--- src/rtl/uart_rx_simple.sv ---
// -----------------------------------------------------------------------------
// uart_rx_simple
//   UART receiver. It brings the asynchronous serial_rx line into the clock
//   domain through a two-flop synchroniser and detects start bits. It samples
//   each bit at its centre and delivers the 8-bit payload with a one-cycle
//   valid strobe and parity/framing error flags.
//
// Parameters
//   CLK_FREQ_HZ : system clock frequency in Hz
//   BAUD_RATE   : line rate; CLKS_PER_BIT = CLK_FREQ_HZ / BAUD_RATE (>= 4)
//   PARITY      : 0 = none, 1 = odd, 2 = even
//   STOP        : number of stop bits, 1 or 2
//
// Ports
//   clk            in   system clock, rising edge
//   rst            in   asynchronous active-high reset
//   serial_rx      in   asynchronous serial line, idle high
//   rx_byte        out  last received payload (LSB received first)
//   byte_valid     out  one-cycle strobe: rx_byte / parity_err / frame_err valid
//   receiving_byte out  high from confirmed start bit until frame end
//   parity_err     out  parity mismatch on the frame that raised byte_valid
//   frame_err      out  a stop bit was sampled low on that frame
//   dbg_state      out  current FSM state encoding (state_t), for observation
//
// Handshake: byte_valid is a pure strobe with no back-pressure. rx_byte and
// the flags are held until the next strobe. The consumer must take them
// before the next frame completes.
// -----------------------------------------------------------------------------
module uart_rx_simple #(
  parameter int CLK_FREQ_HZ = 33330000,
  parameter int BAUD_RATE   = 115200,
  parameter int PARITY      = 0,
  parameter int STOP        = 1
) (
  input  logic       clk,
  input  logic       rst,
  input  logic       serial_rx,
  output logic [7:0] rx_byte,
  output logic       byte_valid,
  output logic       receiving_byte,
  output logic       parity_err,
  output logic       frame_err,
  output logic [2:0] dbg_state
);

  localparam int CLKS_PER_BIT = CLK_FREQ_HZ / BAUD_RATE;
  localparam int CNT_W        = $clog2(CLKS_PER_BIT);

  // Last count of a full bit period, and the count at which the start bit
  // centre is reached (half a bit after the synchronised falling edge).
  localparam logic [CNT_W-1:0] CNT_LAST  = CNT_W'(CLKS_PER_BIT - 1);
  localparam logic [CNT_W-1:0] CNT_MID   = CNT_W'(CLKS_PER_BIT / 2 - 1);
  localparam logic [2:0]       STOP_LAST = 3'(STOP - 1);
  localparam logic             PAR_ODD   = (PARITY == 1);
  localparam logic             HAS_PAR   = (PARITY != 0);

  typedef enum logic [2:0] {
    S_IDLE   = 3'd0,
    S_START  = 3'd1,
    S_DATA   = 3'd2,
    S_PARITY = 3'd3,
    S_STOP   = 3'd4,
    S_BREAK  = 3'd5
  } state_t;

  // ---------------------------------------------------------------------------
  // Registers
  // ---------------------------------------------------------------------------
  logic             r_sync1;
  logic             r_rx_s;
  state_t           r_state;
  logic [CNT_W-1:0] r_cnt;
  logic [2:0]       r_bit_idx;
  logic [7:0]       r_shift;
  logic             r_perr;
  logic             r_ferr;
  logic [7:0]       r_rx_byte;
  logic             r_byte_valid;
  logic             r_receiving;
  logic             r_parity_err;
  logic             r_frame_err;

  // ---------------------------------------------------------------------------
  // Next-state values
  // ---------------------------------------------------------------------------
  state_t           w_state_nxt;
  logic [CNT_W-1:0] w_cnt_nxt;
  logic [2:0]       w_bit_idx_nxt;
  logic [7:0]       w_shift_nxt;
  logic             w_perr_nxt;
  logic             w_ferr_nxt;
  logic [7:0]       w_rx_byte_nxt;
  logic             w_byte_valid_nxt;
  logic             w_receiving_nxt;
  logic             w_parity_err_nxt;
  logic             w_frame_err_nxt;
  logic             w_tick;
  logic             w_ferr_now;

  // A full-bit sample point in DATA / PARITY / STOP.
  assign w_tick = (r_cnt == CNT_LAST);

  // ---------------------------------------------------------------------------
  // Input synchroniser. It resets to the idle (high) line level so that
  // reset release does not look like a start edge.
  // ---------------------------------------------------------------------------
  always_ff @(posedge clk or posedge rst) begin
    if (rst) begin
      r_sync1 <= 1'b1;
      r_rx_s  <= 1'b1;
    end else begin
      r_sync1 <= serial_rx;
      r_rx_s  <= r_sync1;
    end
  end

  // ---------------------------------------------------------------------------
  // State and datapath registers
  // ---------------------------------------------------------------------------
  always_ff @(posedge clk or posedge rst) begin
    if (rst) begin
      r_state      <= S_IDLE;
      r_cnt        <= '0;
      r_bit_idx    <= '0;
      r_shift      <= '0;
      r_perr       <= 1'b0;
      r_ferr       <= 1'b0;
      r_rx_byte    <= '0;
      r_byte_valid <= 1'b0;
      r_receiving  <= 1'b0;
      r_parity_err <= 1'b0;
      r_frame_err  <= 1'b0;
    end else begin
      r_state      <= w_state_nxt;
      r_cnt        <= w_cnt_nxt;
      r_bit_idx    <= w_bit_idx_nxt;
      r_shift      <= w_shift_nxt;
      r_perr       <= w_perr_nxt;
      r_ferr       <= w_ferr_nxt;
      r_rx_byte    <= w_rx_byte_nxt;
      r_byte_valid <= w_byte_valid_nxt;
      r_receiving  <= w_receiving_nxt;
      r_parity_err <= w_parity_err_nxt;
      r_frame_err  <= w_frame_err_nxt;
    end
  end

  // ---------------------------------------------------------------------------
  // Next-state / datapath logic
  // ---------------------------------------------------------------------------
  always_comb begin
    w_state_nxt      = r_state;
    w_cnt_nxt        = r_cnt + CNT_W'(1);
    w_bit_idx_nxt    = r_bit_idx;
    w_shift_nxt      = r_shift;
    w_perr_nxt       = r_perr;
    w_ferr_nxt       = r_ferr;
    w_rx_byte_nxt    = r_rx_byte;
    w_byte_valid_nxt = 1'b0;
    w_receiving_nxt  = r_receiving;
    w_parity_err_nxt = r_parity_err;
    w_frame_err_nxt  = r_frame_err;
    w_ferr_now       = 1'b0;

    case (r_state)
      S_IDLE: begin
        w_cnt_nxt = '0;
        if (!r_rx_s) begin
          w_state_nxt = S_START;
        end
      end

      // Check the line again at the start-bit centre. A high level there
      // means the low pulse was a glitch. In that case, return to IDLE
      // without touching any output.
      S_START: begin
        if (r_cnt == CNT_MID) begin
          w_cnt_nxt = '0;
          if (!r_rx_s) begin
            w_receiving_nxt = 1'b1;
            w_bit_idx_nxt   = '0;
            w_state_nxt     = S_DATA;
          end else begin
            w_state_nxt = S_IDLE;
          end
        end
      end

      // From here on, every tick is one bit centre later than the previous
      // one, because the counter was restarted at the start-bit centre.
      S_DATA: begin
        if (w_tick) begin
          w_cnt_nxt   = '0;
          w_shift_nxt = {r_rx_s, r_shift[7:1]};
          if (r_bit_idx == 3'd7) begin
            w_bit_idx_nxt = '0;
            w_perr_nxt    = 1'b0;
            w_ferr_nxt    = 1'b0;
            w_state_nxt   = HAS_PAR ? S_PARITY : S_STOP;
          end else begin
            w_bit_idx_nxt = r_bit_idx + 3'd1;
          end
        end
      end

      // Odd parity expects an odd total of ones over data and parity bit.
      // Even parity expects an even total.
      S_PARITY: begin
        if (w_tick) begin
          w_cnt_nxt   = '0;
          w_perr_nxt  = ((^r_shift) ^ r_rx_s) != PAR_ODD;
          w_state_nxt = S_STOP;
        end
      end

      S_STOP: begin
        if (w_tick) begin
          w_cnt_nxt  = '0;
          w_ferr_now = r_ferr | ~r_rx_s;
          w_ferr_nxt = w_ferr_now;
          if (r_bit_idx == STOP_LAST) begin
            w_bit_idx_nxt    = '0;
            w_rx_byte_nxt    = r_shift;
            w_parity_err_nxt = r_perr;
            w_frame_err_nxt  = w_ferr_now;
            w_byte_valid_nxt = 1'b1;
            w_receiving_nxt  = 1'b0;
            // A low stop bit may be a line held in break. Wait for the line
            // to return high, so it is not decoded again as 0x00 frames.
            w_state_nxt      = w_ferr_now ? S_BREAK : S_IDLE;
          end else begin
            w_bit_idx_nxt = r_bit_idx + 3'd1;
          end
        end
      end

      S_BREAK: begin
        w_cnt_nxt = '0;
        if (r_rx_s) begin
          w_state_nxt = S_IDLE;
        end
      end

      default: begin
        w_cnt_nxt   = '0;
        w_state_nxt = S_IDLE;
      end
    endcase
  end

  // ---------------------------------------------------------------------------
  // Outputs
  // ---------------------------------------------------------------------------
  assign rx_byte        = r_rx_byte;
  assign byte_valid     = r_byte_valid;
  assign receiving_byte = r_receiving;
  assign parity_err     = r_parity_err;
  assign frame_err      = r_frame_err;
  assign dbg_state      = r_state;

endmodule

--- config.mk ---
export PLATFORM = sky130hd
export DESIGN_NAME = uart_rx_simple
export DESIGN_NICKNAME = d
export VERILOG_FILES = /design/src/rtl/uart_rx_simple.sv
export SDC_FILE = /design/constraint.sdc
export NUM_CORES = 1
export LEC_CHECK = 0
export ABC_CLOCK_PERIOD_IN_PS = 4700
export CAP_MARGIN = 15
export CORE_UTILIZATION = 45
export DETAILED_ROUTE_END_ITERATION = 8
export GPL_ROUTABILITY_DRIVEN = 0
export PLACE_DENSITY = 0.7
export SLEW_MARGIN = 20
export SYNTH_ARGS = -nofsm -noshare
export SYNTH_HDL_FRONTEND = slang
export SYNTH_SLANG_ARGS = --single-unit
--- constraint.sdc ---
create_clock -name clk -period 4.7 [get_ports clk]
set_input_delay 0.705 -clock clk [delete_from_list [all_inputs] [get_ports clk]]
set_output_delay 0.705 -clock clk [all_outputs]
set_load 0.005 [all_outputs]
# --- Word-level counts from Yosys, hierarchy flattened ---
# Cells that the tools add are included.
word_totals:
  elab_cells: 85
  mem_count: 0
  romBits: 0
  ram_bits: 0
  reg_bits: 39
  latch_bits: 0
classes:
  addsub: 2
  shift: 0
  mul: 0
  n_div: 0
  n_eq_ne: 17
  n_reduce_logical: 15
  n_bitwise: 3
  mux: 35
  order_cmp: 0
ops:
  columns: ["op", "count"]
  rows:
  - ["3-bit 2-to-1 mux", 15]
  - ["9-bit 2-to-1 mux", 2]
  - ["2-bit inequality test (second input constant)", 9]
  - ["3-bit one-hot mux with 6 select lines", 1]
  - ["9-bit one-hot mux with 2 select lines", 1]
  - ["1-bit 2-to-1 mux", 11]
  - ["5-bit AND reduction", 2]
  - ["9-bit by 1-bit adder with 9-bit output (second input constant)", 1]
  - ["3-bit == test (second input constant)", 3]
  - ["9-bit by 8-bit == test with 1-bit output (second input constant)", 1]
  - ["9-bit == test (second input constant)", 1]
  - ["3-bit one-hot mux with 3 select lines", 1]
  - ["4-bit AND reduction", 2]
  - ["8-bit AND reduction", 1]
  - ["8-bit parity", 1]
  - ["3-bit by 2-bit == test with 1-bit output (second input constant)", 2]
  - ["3-bit zero test", 2]
  - ["1-bit one-hot mux with 2 select lines", 3]
  - ["2-bit nonzero test", 3]
  - ["3-bit by 1-bit adder with 3-bit output (second input constant)", 1]
  - ["3-bit by 1-bit == test with 1-bit output (second input constant)", 1]
  - ["3-bit AND reduction", 1]
  - ["3-bit nonzero test", 1]
  - ["3-bit OR reduction", 1]
  - ["other kinds (5)", 5]

# --- Logic depth before layout (Yosys ltp) ---
# Gate-level depths: netlist (run 1).
depth:
  depth_word: 6
  mapped_depth: 8
  ltp_nobuf: 7

# --- Worst setup path after synthesis (run 1) ---
# OpenSTA, ideal clock, no wires.
synth_timing:
  path_kind: "reg-to-reg"
  from: "register r_cnt[0]"
  to: "register r_bit_idx[0]"
  path_stages_with_launch: 9
  path_buffers: 1
  setup_time_ns: 0.125
  arrival_ns: 2.081
  path_slack_ns: 2.494
  cell_sequence: "dfrtp_1 -> inv_1 -> ha_1 -> nor4b_1 -> nand2_1 -> or3_1 -> buf_6 -> a31oi_4 -> mux2_2"
synth_via:
  elab_chain_len: 3
synth_rtl:
  columns: ["element", "line", "rtl"]
  rows:
  - ["from (decl)", "72", "logic [CNT_W-1:0] r_cnt;"]
  - ["from (signal assigned)", "135", "r_cnt <= w_cnt_nxt;"]
  - ["9-bit by 8-bit == test with 1-bit output / 9-bit == test (equally long branches)", "177, 101", null]
  - ["2-bit inequality test (no source line)", null, null]
  - ["5-bit AND reduction (no source line) *", null, null]
  - ["to (signal assigned)", "136", "r_bit_idx <= w_bit_idx_nxt;"]
  - ["to (decl)", "73", "logic [2:0] r_bit_idx;"]
# Every way passes the cells marked *; elsewhere a longest branch is shown, timed or not.
# A chain may end at the register's enable or synchronous reset.

# --- Worst setup path after layout (run 1) ---
layout_timing:
  from: "register r_cnt[1]"
  to: "register r_bit_idx[1]"
# The elaborated chain is that of the path after synthesis.

==> results.txt, run 1 <==
----------------------------------------------------
[Route]
  Via/cell ratio ... 5.27
  Total number of vias ... 1180
  TritonRoute pass-1 iters ... 2
  Remaining routing DRC violations ... 0
  Count of nets left with antenna violations after detail routing ... 0
  Routed wire length per instance ... 13.7 um
  Total wire length ... roughly 3.1 mm
  Initial DRC Count ... 45

[Run status]
  Run status ... finished clean

[Synthesis]
  Synthesized instance count ... 151
  Cell area after synthesis ... ~1900 um2
  Post-Synthesis Mean Instance Area ... 12.6 um2
  Sequential cell area fraction in the yosys report ... 51.5%
  Post-synth top flop ... sky130_fd_sc_hd__dfrtp_1
  Yosys Warn Count ... 0
  Yosys cell types ... 41
  Post-Synthesis Net Count ... 159
  Share of synthesized flip-flops with an asynchronous set or reset ... 100%
  Number of enable flip-flop cells after synthesis ... 0
  Total of flip-flops plus latches after synthesis ... 39

[STA]
  Final worst clock skew ... 0.0110 ns
  Final hold vios ... 0
  Relative slew margins ... 60.2%
  Post-Route Setup TNS ... 0 ns
  Period minus WS final ... 2.52 ns
  Ratio of final minimum period to clock period ... 53.6%
  Highest Clock Rate ... 397 MHz
  Number of max-slew violations in the final report ... 0
  Actual transition at the worst max-transition pin ... 0.595 ns
  RSZ-0062 raised after global routing ... no
  Number of failing setup endpoints in the final timing report ... 0

[Clock network]
  Clk pin slew, worst setup/hold paths ... 0.08 ns
  CTS root buf ... sky130_fd_sc_hd__clkbuf_8
  CTS Buffer Depth ... 2
  Number of levels the H-tree was split into ... 2
  Sink count of the clock tree ... 39
  Post-cts hold buffer count ... 0
  Insertion delay to the later sink of the worst-skew pair ... 0.29 ns
  Clock tree from TritonCTS ... yes
  Total of cells resized after clock tree synthesis ... 0
  Post-CTS Repair Setup Buffers ... 0
  Total clock buffers created by CTS ... 5

[GRT]
  Wire length of the first global-routing pass ... roughly 5.4 mm
  Vias in the first global route ... 1211
  Number of antenna violations at the first check in global routing ... 0
  Largest net degree at the start of global routing ... 40
  Global-route usage over all layers ... about 17%
  Remaining global-route overflow ... 0

[Floorplan]
  Vertical die dimension ... 67.0 um
  Area of the core ... 4030 um2
  DIE AREA ... 4480 um2
  Io pins ... 18
  Starting Density ... a little under half
  DIE WIDTH ... 67.0 um
  Placement row count ... 23

[Setup path]
  Delay of the slowest critical-path stage ... 0.61 ns
  CP Data Arrival Time ... around 2.7 ns
  Number of cells on the critical path ... 7
  Category of the worst setup path capture point ... flip-flop
  WP buf/inv ... 1
  Category of the critical setup timing path ... reg2reg
  Largest fanout on the critical path ... 10
  Cell type of the slowest stage on the worst timing path ... sky130_fd_sc_hd__or3_1
  Data required, critical path ... 4.89 ns
  Number of cells traversed by the worst register-to-register path ... 7
  Startpoint Class ... flip-flop
  Series of cell instances along the critical path ... inv_1 -> ha_1 -> nor4b_1 -> nand2_1 -> or3_1 -> a31oi_4 -> mux2_2
  Family with the most delay on the worst path ... simple AND/OR/NAND/NOR gates

[Final layout]
  Commonest cells after routing, fill and taps aside ... sky130_fd_sc_hd__dfrtp_1, sky130_fd_sc_hd__mux2_2, sky130_fd_sc_hd__clkdlybuf4s50_1, sky130_fd_sc_hd__xnor2_1, sky130_fd_sc_hd__nor2_1
  Layout fillers ... 357
  Proportion of layout cells with a drive suffix above 1 ... 24.1%
  Final layout net count ... approximately 180
  Most common cell after layout, fill and taps aside ... sky130_fd_sc_hd__dfrtp_1
  Area of the multi-input gates ... 876 um2
  Sequential cell area in the final layout ... 978 um2
  Ant diodes ... 0
  Signed area change from the synthesized netlist to the final layout ... 16.1%

[Placement]
  HPWL reported at the end of detailed placement ... around 2.2 mm
  Number of I/O port buffers ... 17

[Power and ir drop]
  Leak pwr ... 0.000987 uW
  Power Dens Cells ... 257 nW/um2
  Worst vdd rail ir drop ... approximately 0.00014 V
  Overall power of the completed layout ... 568 uW

[Worst hold path]
  Worst hold-check path type ... reg2reg
  Cell depth of the worst min-delay path ... 0

[Job]
  Max Cap Viol ... 0

----------------------------------------------------
final cells by class:
class | count | share of cell area [%]
inverters | 7 | 1.19
well taps | 50 | 2.84
clock inverters | 2 | 0.567
flip-flops and latches | 39 | 44.4
clock buffers | 6 | 3.29
multi-input cells | 102 | 39.7
repair buffers | 18 | 8.05
worst reg2reg max path: cells and delay by family (launching register included):
family / cells / cell delay (ns)
simple gates: 3 / 1.20
flops: 1 / 0.40
mux: 1 / 0.35
compound gates: 1 / 0.27
fa+ha+maj: 1 / 0.12
buf+inv: 1 / 0.07
registers in the layout (all words and copies together) (netlist names):
signal,flops
receiving_byte,1
byte_valid,1
dbg_state,3
r_rx_s,1
r_bit_idx,3
r_ferr,1
r_sync1,1
frame_err,1
rx_byte,8
r_perr,1
r_shift,8
parity_err,1
r_cnt,9
where the power goes:
part           leakage [uW]  switching, uW  internal (uW)
clock network     0.0000412            114            104
registers          0.000523          0.997            337
logic              0.000423           8.47           3.75
synth_stat cells, types with 2 or more instances:
cell type	n	area share, %
sky130_fd_sc_hd__mux2_4	2	1.6
sky130_fd_sc_hd__and3_1	4	1.3
sky130_fd_sc_hd__nand3_1	3	0.79
sky130_fd_sc_hd__mux2_2	20	12
sky130_fd_sc_hd__inv_1	7	1.4
sky130_fd_sc_hd__nor2b_1	4	1.3
sky130_fd_sc_hd__nor2_1	10	2.0
sky130_fd_sc_hd__ha_1	5	3.3
sky130_fd_sc_hd__or3b_2	2	0.92
sky130_fd_sc_hd__nand2_1	7	1.4
sky130_fd_sc_hd__xor2_1	2	0.92
sky130_fd_sc_hd__nor3b_1	2	0.79
sky130_fd_sc_hd__o21ai_0	5	1.3
sky130_fd_sc_hd__xnor2_1	13	6.0
sky130_fd_sc_hd__dfrtp_1	37	49
sky130_fd_sc_hd__nand2b_1	2	0.66
sky130_fd_sc_hd__dfstp_2	2	2.8
final timing paths:
path                                             to          startpoint  slack, ns
min in group asynchronous        r_cnt[1]$_DFF_PP0_                 rst       0.82
min                                r_rx_s$_DFF_PP1_   r_sync1$_DFF_PP1_       0.36
max reg2reg                r_bit_idx[1]$_DFFE_PP0P_  r_cnt[1]$_DFF_PP0_       2.18
max in group asynchronous          r_rx_s$_DFF_PP1_                 rst       3.53
max                        r_bit_idx[1]$_DFFE_PP0P_  r_cnt[1]$_DFF_PP0_       2.18
min reg2reg                        r_rx_s$_DFF_PP1_   r_sync1$_DFF_PP1_       0.36
per-stage QoR:
stage	utilization [%]	cell area [um2]	setup slack (ns)	hold WS (ns)	instances
floorplan	-	1900	2.49	0.345	151
CTS	54.8	2210	2.16	0.360	224
global placement	52.6	2120	2.26	0.346	216
global route	54.8	2210	1.96	0.367	224
finish	54.8	2210	2.18	0.360	224
detailed placement	52.6	2120	2.17	0.350	216
layer usage:
layer	up-vias	wire, um	share of wire (%)	global-route usage, %
met2	16	1530	50	27.4
met1	588	1380	45	19.6
met3	6	103	3.3	5.65
met5	-	0	0	0
li1	570	-	-	-
met4	0	63	2.0	7.18
logic make-up (layout without fill, tap and decap cells):
group / count (synthesis) / after routing / synth area share [%]
AO/OA/AOI/OAI: 17 / 17 / 9.35
adder cells (fa/ha/maj): 5 / 5 / 3.29
buffers and inverters: 10 / 33 / 2.37
multiplexers: 23 / 23 / 14.0
flip-flops: 39 / 39 / 51.5
XOR/XNOR: 15 / 15 / 6.92
AND/OR/NAND/NOR: 42 / 42 / 12.6
Note: power is estimated with default switching activity, not from simulation.
==> inputs of run 2 (changes only) <==
- ABC_CLOCK_PERIOD_IN_PS: 4700 -> 2000
- PLACE_DENSITY: 0.7 -> 0.73
- clock period: 4.7 -> 2 ns (I/O delays scaled with it)
==> run 2 against run 1 <==
  * Setup slack lost 2.2 ns
  * Sequential power grew 130%
  * The run now ends with setup timing left
  * Sequential share of layout area shrank 3.0 points
  * Final cell count grew 5.8%
==> results.txt, run 2 (same netlist as run 1, synthesis figures left out) <==
----------------------------------------------------
[Run status]
  Run status ... finished, violations left (was finished clean)
  Failing checks ... setup timing

[Final layout]
  Number of non-filler instances in the completed layout ... 237 (was 224)
  Post-layout instance area ... 2370 um2 (was 2210 um2)
  Final layout net count ... 194 (was 181)
  Most common cell after layout, fill and taps aside ... sky130_fd_sc_hd__dfrtp_1 (unchanged)
  Register with the most flip-flops ... r_cnt (unchanged)
  Proportion of layout cells with a drive suffix above 1 ... 31.0% (was 24.1%)
  Signed area change from the synthesized netlist to the final layout ... 24.7% (was 16.1%)
  Commonest cells after routing, fill and taps aside ... sky130_fd_sc_hd__dfrtp_1, sky130_fd_sc_hd__mux2_2, sky130_fd_sc_hd__clkdlybuf4s50_1, sky130_fd_sc_hd__buf_4, sky130_fd_sc_hd__xnor2_1 (was sky130_fd_sc_hd__dfrtp_1, sky130_fd_sc_hd__mux2_2, sky130_fd_sc_hd__clkdlybuf4s50_1, sky130_fd_sc_hd__xnor2_1, sky130_fd_sc_hd__nor2_1)
  Ant diodes ... 0 (unchanged)
  Max FFs per register ... 9 (unchanged)

[Clock network]
  Clock tree from TritonCTS ... yes (unchanged)
  Clk pin slew, worst setup/hold paths ... 0.08 ns (about the same)
  Total clock buffers created by CTS ... 5 (unchanged)
  CTS Buffer Depth ... 2 (unchanged)
  Number of levels the H-tree was split into ... 2 (unchanged)
  Sink count of the clock tree ... 39 (unchanged)
  Insertion delay to the later sink of the worst-skew pair ... 0.29 ns (about the same)
  Post-cts hold buffer count ... 0 (unchanged)
  CTS root buf ... sky130_fd_sc_hd__clkbuf_8 (unchanged)

[Power and ir drop]
  Worst vdd rail ir drop ... 0.000441 V (was 0.000139 V)
  Overall power of the completed layout ... 1470 uW (was 568 uW)
  Power Dens Cells ... 621 nW/um2 (was 257 nW/um2)
  Leak pwr ... 0.00108 uW (was 0.000987 uW)

[Placement]
  Cell area after placement ... 2230 um2 (was 2120 um2)
  HPWL reported at the end of detailed placement ... 2.50 mm (was 2.20 mm)
  Number of I/O port buffers ... 17 (unchanged)
  Number of instances in the placed design ... 228 (was 216)

[Route]
  Routed wire length per instance ... 14.9 um (was 13.7 um)
  TritonRoute pass-1 iters ... 4 (was 2)
  Total wire length ... 3.54 mm (was 3.08 mm)
  Via/cell ratio ... 5.31 (was 5.27)
  Total number of vias ... 1258 (was 1180)
  Count of nets left with antenna violations after detail routing ... 0 (unchanged)
  Initial DRC Count ... 51 (was 45)
  Remaining routing DRC violations ... 0 (unchanged)

[Setup path]
  Reg-to-Reg Start ... r_cnt[5]$_DFF_PP0_ (was r_cnt[1]$_DFF_PP0_)
  Startpoint Class ... flip-flop (unchanged)
  Category of the critical setup timing path ... reg2reg (unchanged)
  CP Data Arrival Time ... 2.20 ns (was 2.70 ns)
  Largest fanout on the critical path ... 3 (was 10)
  Number of cells traversed by the worst register-to-register path ... 5 (was 7)
  Category of the worst setup path capture point ... flip-flop (unchanged)
  Critical path launch point ... r_cnt[5]$_DFF_PP0_ (was r_cnt[1]$_DFF_PP0_)
  Data required, critical path ... 2.18 ns (was 4.89 ns)
  Crit Reg-Reg Endpoint ... r_bit_idx[1]$_DFFE_PP0P_ (unchanged)
  CP endpoint ... r_bit_idx[1]$_DFFE_PP0P_ (unchanged)
  Worst reg-to-reg setup slack ... -0.03 ns (was 2.18 ns)

[GRT]
  Vias in the first global route ... 1359 (was 1211)
  Largest net degree at the start of global routing ... 40 (unchanged)
  Wire length of the first global-routing pass ... 6.15 mm (was 5.38 mm)
  Global-route usage over all layers ... 19.0% (was 16.7%)
  Remaining global-route overflow ... 0 (unchanged)
  Number of antenna violations at the first check in global routing ... 0 (unchanged)

[Floorplan]
  Starting Density ... 47.1% (unchanged)
  Placement row count ... 23 (unchanged)
  Io pins ... 18 (unchanged)
  DIE WIDTH ... 67.0 um (unchanged)
  Area of the core ... 4030 um2 (unchanged)
  Vertical die dimension ... 67.0 um (unchanged)
  DIE AREA ... 4480 um2 (unchanged)

[STA]
  Final worst clock skew ... 0.00535 ns (was 0.0110 ns)
  Ratio of final minimum period to clock period ... 101% (was 53.6%)
  Period minus WS final ... 2.03 ns (was 2.52 ns)
  Number of failing setup endpoints in the final timing report ... 3 (was 0)
  Post-Route Setup TNS ... -0.0715 ns (was 0 ns)
  Highest Clock Rate ... 494 MHz (was 397 MHz)
  Relative slew margins ... 68.4% (was 60.2%)
  Final hold vios ... 0 (unchanged)
  Actual transition at the worst max-transition pin ... 0.474 ns (was 0.595 ns)
  Number of max-slew violations in the final report ... 0 (unchanged)
  RSZ-0062 raised after global routing ... yes (was no)
  Worst Setup Slack, final ... -0.0263 ns (was 2.18 ns)

[Job]
  Max Cap Viol ... 0 (unchanged)

[Worst hold path]
  Worst hold-check path type ... reg2reg (unchanged)

----------------------------------------------------
==> run 2: cell types whose count changed in the layout (fill, tap and decap cells not counted), sizes merged <==
cell	change
buf	+13
bufinv	+1
clkinv	-1
==> run 2: critical path, stage by stage, from the launching register on <==
cell,delay (ns)
sky130_fd_sc_hd__dfrtp_1,0.38
sky130_fd_sc_hd__or4b_4,0.55
sky130_fd_sc_hd__o31ai_4,0.20
sky130_fd_sc_hd__a21bo_4,0.26
sky130_fd_sc_hd__a31oi_4,0.20
sky130_fd_sc_hd__mux2_4,0.33
==> run 2: worst min path at each step <==
stage                      startpoint  cells past startpoint                end
finish              r_sync1$_DFF_PP1_                      0   r_rx_s$_DFF_PP1_
detailed placement  r_sync1$_DFF_PP1_                      0   r_rx_s$_DFF_PP1_
global route        r_sync1$_DFF_PP1_                      0   r_rx_s$_DFF_PP1_
CTS                 r_sync1$_DFF_PP1_                      0   r_rx_s$_DFF_PP1_
floorplan                   serial_rx                      0  r_sync1$_DFF_PP1_
global placement    r_sync1$_DFF_PP1_                      0   r_rx_s$_DFF_PP1_
==> run 2: where the power goes <==
group / internal, uW / switching (uW) / leakage (uW)
registers: 792 / 2.57 / 0.000523
logic: 8.71 / 20.5 / 0.000503
clock network: 372 / 274 / 0.0000514
==> run 2: timing repair <==
item	CTS	global route
endpoints found under the setup margin	3	12
setup buffers	1	0
pin swaps	0	3
resized for setup	5	1
==> run 2: per-layer routing <==
layer  track usage (%)  part of all wire [%]  vias to the layer above
li1                  -                     -                      594
met1              23.0                    45                      631
met2              32.6                    50                       28
met3              4.11                   3.4                        5
met4              7.18                   1.4                        0
met5                 0                     0                        -
==> run 2: per-stage QoR <==
step / setup slack [ns] / hold slack [ns] / utilization, %
after detailed placement: -0.0286 / 0.348 / 55.3
final: -0.0263 / 0.358 / 58.8
after CTS: -0.0309 / 0.359 / 58.8
after global placement: -0.00566 / 0.347 / 55.3
after floorplan: -0.0607 / 0.304 / -
after global routing: -0.0943 / 0.362 / 58.8
==> run 2: final cells by class <==
type	count	area [um2]
multi-input combinational	102	916
tap	50	62.6
fill	319	1660
sequential	39	978
inverter	7	26.3
timing repair buffer	31	275
clock buffer	6	72.6
clock inverter	2	37.5
